## src/rtl/gps_ca_code_gen.sv

```systemverilog
// GPS L1 C/A Gold code generator. One chip is produced per chip-rate strobe for the
// satellite selected by the two G2 phase-selector taps latched at start.
//
// Ports:
//   clk        system clock, rising edge
//   rst        synchronous reset, active-high
//   start      pulse: latch taps, restart the code at chip 0 (illegal taps -> tap_err, IDLE)
//   stop       pulse: return to IDLE (wins over start and chip_en)
//   chip_en    chip-rate strobe from the chipping NCO, ignored in IDLE
//   tap_a/b    G2 output taps, legal 1..10 and distinct
//   chip_out   registered code chip
//   chip_valid one-cycle pulse, one cycle after each accepted chip_en
//   chip_idx   index of the chip held in chip_out
//   epoch      pulse with chip_valid for the last chip of the code period
//   busy       high while running
//   tap_err    sticky: the most recent start carried illegal taps
//
// Optional build macro NAV_DATA_XOR_EN adds nav_bit/nav_req and the NAV_EPOCHS
// parameter: the code is XORed with a nav bit re-latched every NAV_EPOCHS epochs.
module gps_ca_code_gen #(
  parameter int unsigned CODE_LEN = 1023
`ifdef NAV_DATA_XOR_EN
  ,
  parameter int unsigned NAV_EPOCHS = 20
`endif
) (
  input  logic       clk,
  input  logic       rst,
  input  logic       start,
  input  logic       stop,
  input  logic       chip_en,
  input  logic [3:0] tap_a,
  input  logic [3:0] tap_b,
`ifdef NAV_DATA_XOR_EN
  input  logic       nav_bit,
  output logic       nav_req,
`endif
  output logic       chip_out,
  output logic       chip_valid,
  output logic [9:0] chip_idx,
  output logic       epoch,
  output logic       busy,
  output logic       tap_err
);

  localparam logic StIdle = 1'b0;
  localparam logic StRun  = 1'b1;

  localparam logic [9:0] LastIdx = 10'(CODE_LEN - 1);

  // Stages numbered 1..10 to match the polynomial description; stage 1 takes feedback.
  logic [10:1] g1_q, g1_d;
  logic [10:1] g2_q, g2_d;
  logic [9:0]  idx_q, idx_d;
  logic [3:0]  tap_a_q, tap_a_d;
  logic [3:0]  tap_b_q, tap_b_d;
  logic        state_q, state_d;
  logic        chip_out_q, chip_out_d;
  logic        chip_valid_q, chip_valid_d;
  logic [9:0]  chip_idx_q, chip_idx_d;
  logic        epoch_q, epoch_d;
  logic        tap_err_q, tap_err_d;

  logic        taps_legal;
  logic        code_chip;
  logic        last_chip;
  logic        fire;

  function automatic logic g2_sel(input logic [10:1] g, input logic [3:0] t);
    logic s;
    case (t)
      4'd1:    s = g[1];
      4'd2:    s = g[2];
      4'd3:    s = g[3];
      4'd4:    s = g[4];
      4'd5:    s = g[5];
      4'd6:    s = g[6];
      4'd7:    s = g[7];
      4'd8:    s = g[8];
      4'd9:    s = g[9];
      4'd10:   s = g[10];
      default: s = 1'b0;
    endcase
    return s;
  endfunction

  assign taps_legal = (tap_a >= 4'd1) && (tap_a <= 4'd10) &&
                      (tap_b >= 4'd1) && (tap_b <= 4'd10) && (tap_a != tap_b);
  assign code_chip  = g1_q[10] ^ g2_sel(g2_q, tap_a_q) ^ g2_sel(g2_q, tap_b_q);
  assign last_chip  = (idx_q == LastIdx);
  // A strobe only counts when no start/stop competes with it in the same cycle.
  assign fire       = (state_q == StRun) && chip_en && !start && !stop;

`ifdef NAV_DATA_XOR_EN
  localparam int unsigned NavW = (NAV_EPOCHS > 1) ? $clog2(NAV_EPOCHS) : 1;
  localparam logic [NavW-1:0] NavLast = NavW'(NAV_EPOCHS - 1);

  logic            nav_q, nav_d;
  logic [NavW-1:0] nav_cnt_q, nav_cnt_d;
  logic            nav_pend_q, nav_pend_d; // new nav bit takes effect; flag the next chip 0
  logic            nav_req_q, nav_req_d;
  logic            out_chip;

  assign out_chip = code_chip ^ nav_q;
  assign nav_req  = nav_req_q;

  always_comb begin
    nav_d      = nav_q;
    nav_cnt_d  = nav_cnt_q;
    nav_pend_d = nav_pend_q;
    nav_req_d  = 1'b0;
    if (stop) begin
      nav_d = nav_q;
    end else if (start) begin
      if (taps_legal) begin
        nav_d      = nav_bit;
        nav_cnt_d  = '0;
        nav_pend_d = 1'b0;
      end
    end else if (fire) begin
      if (idx_q == 10'd0) begin
        nav_req_d  = nav_pend_q;
        nav_pend_d = 1'b0;
      end
      if (last_chip) begin
        if (nav_cnt_q == NavLast) begin
          nav_cnt_d  = '0;
          nav_d      = nav_bit;
          nav_pend_d = 1'b1;
        end else begin
          nav_cnt_d = nav_cnt_q + 1'b1;
        end
      end
    end
  end

  always_ff @(posedge clk) begin
    if (rst) begin
      nav_q      <= 1'b0;
      nav_cnt_q  <= '0;
      nav_pend_q <= 1'b0;
      nav_req_q  <= 1'b0;
    end else begin
      nav_q      <= nav_d;
      nav_cnt_q  <= nav_cnt_d;
      nav_pend_q <= nav_pend_d;
      nav_req_q  <= nav_req_d;
    end
  end
`else
  logic out_chip;
  assign out_chip = code_chip;
`endif

  always_comb begin
    g1_d         = g1_q;
    g2_d         = g2_q;
    idx_d        = idx_q;
    tap_a_d      = tap_a_q;
    tap_b_d      = tap_b_q;
    state_d      = state_q;
    chip_out_d   = chip_out_q;
    chip_valid_d = 1'b0;
    chip_idx_d   = chip_idx_q;
    epoch_d      = 1'b0;
    tap_err_d    = tap_err_q;

    if (stop) begin
      state_d = StIdle;
    end else if (start) begin
      if (taps_legal) begin
        tap_a_d   = tap_a;
        tap_b_d   = tap_b;
        g1_d      = '1;
        g2_d      = '1;
        idx_d     = '0;
        tap_err_d = 1'b0;
        state_d   = StRun;
      end else begin
        tap_err_d = 1'b1;
        state_d   = StIdle;
      end
    end else if (fire) begin
      chip_out_d   = out_chip;
      chip_idx_d   = idx_q;
      chip_valid_d = 1'b1;
      epoch_d      = last_chip;
      if (last_chip) begin
        // Reload keeps shortened codes (CODE_LEN < 1023) aligned to the epoch.
        idx_d = '0;
        g1_d  = '1;
        g2_d  = '1;
      end else begin
        idx_d = idx_q + 10'd1;
        g1_d  = {g1_q[9:1], g1_q[3] ^ g1_q[10]};
        g2_d  = {g2_q[9:1], g2_q[2] ^ g2_q[3] ^ g2_q[6] ^ g2_q[8] ^ g2_q[9] ^ g2_q[10]};
      end
    end
  end

  always_ff @(posedge clk) begin
    if (rst) begin
      g1_q         <= '1;
      g2_q         <= '1;
      idx_q        <= '0;
      tap_a_q      <= '0;
      tap_b_q      <= '0;
      state_q      <= StIdle;
      chip_out_q   <= 1'b0;
      chip_valid_q <= 1'b0;
      chip_idx_q   <= '0;
      epoch_q      <= 1'b0;
      tap_err_q    <= 1'b0;
    end else begin
      g1_q         <= g1_d;
      g2_q         <= g2_d;
      idx_q        <= idx_d;
      tap_a_q      <= tap_a_d;
      tap_b_q      <= tap_b_d;
      state_q      <= state_d;
      chip_out_q   <= chip_out_d;
      chip_valid_q <= chip_valid_d;
      chip_idx_q   <= chip_idx_d;
      epoch_q      <= epoch_d;
      tap_err_q    <= tap_err_d;
    end
  end

  assign chip_out   = chip_out_q;
  assign chip_valid = chip_valid_q;
  assign chip_idx   = chip_idx_q;
  assign epoch      = epoch_q;
  assign busy       = (state_q == StRun);
  assign tap_err    = tap_err_q;

endmodule

```

## config.mk

```make
export PLATFORM = sky130hd
export DESIGN_NAME = gps_ca_code_gen
export DESIGN_NICKNAME = d
export VERILOG_FILES = /design/src/rtl/gps_ca_code_gen.sv
export SDC_FILE = /design/constraint.sdc
export NUM_CORES = 1
export LEC_CHECK = 0
export CORE_ASPECT_RATIO = 1.1
export CORE_MARGIN = 5
export CORE_UTILIZATION = 50
export CTS_BUF_LIST = sky130_fd_sc_hd__clkbuf_16
export CTS_CLUSTER_SIZE = 24
export DETAILED_ROUTE_END_ITERATION = 12
export PLACE_DENSITY = 0.72
export SLEW_MARGIN = 20
export SYNTH_ARGS = -nofsm -noshare
export SYNTH_HDL_FRONTEND = slang
export SYNTH_SLANG_ARGS = --single-unit
```

## constraint.sdc

```tcl
create_clock -name clk -period 3.3 [get_ports clk]
set_clock_uncertainty 0.2 [all_clocks]
set_input_delay 0.33 -clock clk [delete_from_list [all_inputs] [get_ports clk]]
set_output_delay 0.33 -clock clk [all_outputs]
set_load 0.01 [all_outputs]
```

==> results.md <==
* Via count normalized by instance count at 5.394
* Number of buffers added on ports at 27
* Switching power at 0.2916 mW
* Initial DRC Count at 86
* Synth async-reset ratio at 0
* Final critical path time including I/O delays and setup at 2.608 ns
* Library cell contributing the largest single delay on the critical path: sky130_fd_sc_hd__a41o_1
* Number of placed cells counting well taps at 350
* I/O pin total at 28
* CP Launch Type: input port
* Sw Ratio at 0.2291
* Post-route cell area at 2858 um2
* Max-cap violations at 0
* Worst endpoint data arrival time at 2.57 ns
* Pwr dens at 445.4 nW/um2
* Pin count of the biggest net entering global routing at 25
* Post-CTS repair timing setup buffer count at 0
* Longest Clk Path Bufs at 2
* Global route overflow at 0
* Synth Warn # at 0
* Clock tree from TritonCTS: done
* Final non-filler cell total at 358
* Setup repair after global routing missed its margin: false
* Share of the clock period used by the worst path after layout at 0.7902
* Proportion of layout cells with a drive suffix above 1 at 0.06291
* Antenna violations before repair at 0
* Cell count after synthesis at 278
* Global router's overall resource usage at 0.1576
* Number of DRC violations after detailed routing at 0
* Internal Dissipation at 0.9812 mW
* Die Span Y at 83.15 um
* Detailed-route wire length at 4873 um
* Final core area utilization at 0.6100
* Grt met3 use at 0.03680
* Tightest Hold Check Type: reg -> reg
* Mapped cell area at 2432 um2
* Placed instance area at 2718 um2
* Number of gates given a new drive strength after cts at 0
* Status: finished, final reports clean
* Number of placement rows at 26
* H-tree level count at 2
* Headroom to the max-slew limit at 0.6052
* Avg WL per Cell at 13.61 um
* First-pass GRT wire length at 8280 um
* Leakage component of the power at 1.026 nW
* Worst hold start: chip_idx[4]$_SDFFE_PP0P_
* Die width at 76.50 um
* Antenna-violating nets left at 0
* Detailed-route via count at 1931
* Delay of the slowest cell on the worst path at 0.58 ns
* Top Usage Layer GRT: met2
* Top area cells in the synthesized netlist: sky130_fd_sc_hd__dfxtp_1, sky130_fd_sc_hd__nand2_1, sky130_fd_sc_hd__mux2i_1
* Buffer and inverter count on the worst path at 2
* Final setup violating endpoints at 0
* R2r worst-path depth at 6
* Power share of the combinational group at 0.086
* Kind of cell adding the most delay to the critical path: compound AO/OA/AOI/OAI gates
* Final total negative setup slack at 0 ns
* Count of antenna diodes in the layout at 0
* Vias in the first global route at 1803
* Slew at the pin with the worst max-slew slack at 0.5907 ns
* Required time at the endpoint of the critical path at 3.26 ns
* Worst R2R End: g1_q[10]$_SDFFE_PP1P_
* RD Place Congestion at 0.8020
* Detailed placer's ending HPWL at 3520 um
* CP Class: in -> reg
* Highest Clock Rate at 0.3835 GHz
* Average cell area after synthesis at 8.749 um2
* Hold Path Sink: chip_idx[4]$_SDFFE_PP0P_
* Clock latency on the worst-skew pair at 0.29 ns
* Setup crit end kind: register
* First drt pass iteration count at 4
* Starting utilization of the core area at 0.5192
* VDD IR max at 0.3404 mV
* Synth area leader: sky130_fd_sc_hd__dfxtp_1
* Fraction of met2 tracks used by global routing at 0.2562
* Core box area at 4684 um2
* Count of endpoints failing hold in the final timing report at 0
* Number of library cell types mapped by synthesis at 47
* Clock share of power at 0.390
* Commonest register cell after synthesis: sky130_fd_sc_hd__dfxtp_1
* Area of the die at 6361 um2
* Slew Viols, Final at 0
* Depth of the worst hold-timing path at 2
* Buffer type at the clock tree root: sky130_fd_sc_hd__clkbuf_16
* Num Clock Sinks at 53
* Number of buffers added by the clock tree synthesis step at 5
* Critical register-to-register path startpoint: busy$_SDFFE_PP0P_
* Seq/Total Area, Yosys at 0.4362
* Count of state elements after synthesis at 53
* Clock input transition at the sequential cells of the worst setup and hold paths at 0.07 ns
* Minimum setup slack among reg-to-reg paths at 1.09 ns
* Critical Path Fanout Max at 24
* Share of the synthesized area in the top cell type at 0.4362
* Post-layout nets at 316
* Mapped Nets at 293
* Cell-by-cell listing of the critical path: clkdlybuf4s50_1, a21o_1, a22oi_1, a41o_1, buf_4, mux2i_1, nand2_1
* Number of synthesized flops with an enable pin at 0
* CTS Hold Buffers Added at 0
* Met1 demand-to-capacity share in global routing at 0.1960
* Area grow syn2layout at 17.49%
* Power share of the sequential group at 0.524
* Worst setup margin at 0.6925 ns
* Setup Slack @ Placement at 0.3852 ns
stage by stage:
stage	total power [mW]	hold WS [ns]
2_1_floorplan	0.7562	0.2085
3_3_place_gp	0.7892	0.2439
3_5_place_dp	0.7908	0.2487
4_1_cts	1.283	0.2612
5_1_grt	1.329	0.2887
6_report	1.273	0.2591
cell type report:
type | count | area [um2]
multi-input combinational | 202 | 1252
clock buffer | 5 | 125.1
sequential | 53 | 1061
fill | 438 | 1827
tap | 56 | 70.07
timing repair buffer | 32 | 307.8
inverter | 7 | 26.28
clock inverter | 3 | 15.01
logic make-up (layout without fill, tap and decap cells):
| group | count (synthesis) | after routing | share of synthesized area |
|---|---|---|---|
| mux | 16 | 16 | 0.07099 |
| flops | 53 | 53 | 0.4362 |
| compound gates | 42 | 42 | 0.1111 |
| buf+inv | 23 | 47 | 0.04887 |
| simple gates | 123 | 123 | 0.2541 |
| xor+xnor | 19 | 19 | 0.06842 |
| fa+ha+maj | 2 | 2 | 0.01029 |
layer usage:
metal	wire length, um	up-vias
met5	0	-
met2	2342	20
met4	60	0
li1	-	1001
met3	97	6
met1	2373	904
how the worst max path moves through the flow:
| stage | slack (ns) | endpoint | cells after the start | start |
|---|---|---|---|---|
| finish | 0.69 | g1_q[10]$_SDFFE_PP1P_ | 7 | tap_b[1] |
| global placement | 0.47 | g2_q[7]$_SDFFE_PP1P_ | 7 | tap_b[1] |
| floorplan | 1.43 | g2_q[5]$_SDFFE_PP1P_ | 7 | tap_a[3] |
| global route | 0.58 | g1_q[3]$_SDFFE_PP1P_ | 7 | tap_b[1] |
| CTS | 0.70 | g1_q[10]$_SDFFE_PP1P_ | 7 | tap_b[1] |
| detailed placement | 0.39 | g1_q[10]$_SDFFE_PP1P_ | 7 | tap_b[1] |
state kept, by name, summed over array words and instances (netlist names):
name,cells
busy,1
g1_q,10
chip_out,1
g2_q,10
chip_valid,1
tap_err,1
tap_a_q,4
tap_b_q,4
idx_q,10
epoch,1
chip_idx,10
power groups by stage:
stage	logic [mW]	clock network, mW	registers, mW
floorplan	0.0794	0	0.677
global placement	0.109	0	0.681
detailed placement	0.110	0	0.681
CTS	0.110	0.506	0.667
global route	0.122	0.539	0.668
finish	0.109	0.497	0.667
cell usage after synthesis (2+ instances only):
| cell | number |
|---|---|
| sky130_fd_sc_hd__o21ai_0 | 3 |
| sky130_fd_sc_hd__buf_2 | 4 |
| sky130_fd_sc_hd__dfxtp_1 | 53 |
| sky130_fd_sc_hd__o21ai_1 | 3 |
| sky130_fd_sc_hd__ha_1 | 2 |
| sky130_fd_sc_hd__nand2_1 | 58 |
| sky130_fd_sc_hd__xnor2_1 | 13 |
| sky130_fd_sc_hd__nor4_1 | 2 |
| sky130_fd_sc_hd__nand3b_1 | 6 |
| sky130_fd_sc_hd__o211ai_1 | 2 |
| sky130_fd_sc_hd__inv_1 | 6 |
| sky130_fd_sc_hd__buf_6 | 3 |
| sky130_fd_sc_hd__a21o_1 | 3 |
| sky130_fd_sc_hd__mux2i_1 | 15 |
| sky130_fd_sc_hd__xor2_1 | 6 |
| sky130_fd_sc_hd__nand4_1 | 7 |
| sky130_fd_sc_hd__nand2b_1 | 2 |
| sky130_fd_sc_hd__nor4b_1 | 2 |
| sky130_fd_sc_hd__and3_1 | 3 |
| sky130_fd_sc_hd__nand3_1 | 18 |
| sky130_fd_sc_hd__a21oi_1 | 21 |
| sky130_fd_sc_hd__nor2_1 | 15 |
| sky130_fd_sc_hd__clkbuf_1 | 7 |
cells in the final DEF, fill, tap and decap left out, types with 2 or more instances in the layout:
cell,Yosys,final
sky130_fd_sc_hd__o211ai_1,2,2
sky130_fd_sc_hd__o21ai_1,3,3
sky130_fd_sc_hd__inv_1,6,8
sky130_fd_sc_hd__xnor2_1,13,13
sky130_fd_sc_hd__a21oi_1,21,21
sky130_fd_sc_hd__and3_1,3,3
sky130_fd_sc_hd__nand2b_1,2,2
sky130_fd_sc_hd__nor2_1,15,15
sky130_fd_sc_hd__clkdlybuf4s50_1,0,27
sky130_fd_sc_hd__o21ai_0,3,3
sky130_fd_sc_hd__nand3b_1,6,6
sky130_fd_sc_hd__nand4_1,7,7
sky130_fd_sc_hd__nor4_1,2,2
sky130_fd_sc_hd__a21o_1,3,3
sky130_fd_sc_hd__ha_1,2,2
sky130_fd_sc_hd__buf_4,1,5
sky130_fd_sc_hd__mux2i_1,15,15
sky130_fd_sc_hd__dfxtp_1,53,53
sky130_fd_sc_hd__clkbuf_16,0,5
sky130_fd_sc_hd__nor4b_1,2,2
sky130_fd_sc_hd__nand2_1,58,58
sky130_fd_sc_hd__nand3_1,18,18
sky130_fd_sc_hd__xor2_1,6,6
worst reg2reg max path, stage by stage, from the launching register on:
cell and delay (ns):
sky130_fd_sc_hd__dfxtp_1 0.33, sky130_fd_sc_hd__nand2b_1 0.09, sky130_fd_sc_hd__nor3b_1 0.27, sky130_fd_sc_hd__a41o_1 0.49, sky130_fd_sc_hd__buf_4 0.39, sky130_fd_sc_hd__mux2i_1 0.25, sky130_fd_sc_hd__nand2_1 0.06
(Power assumes the default switching activity.)
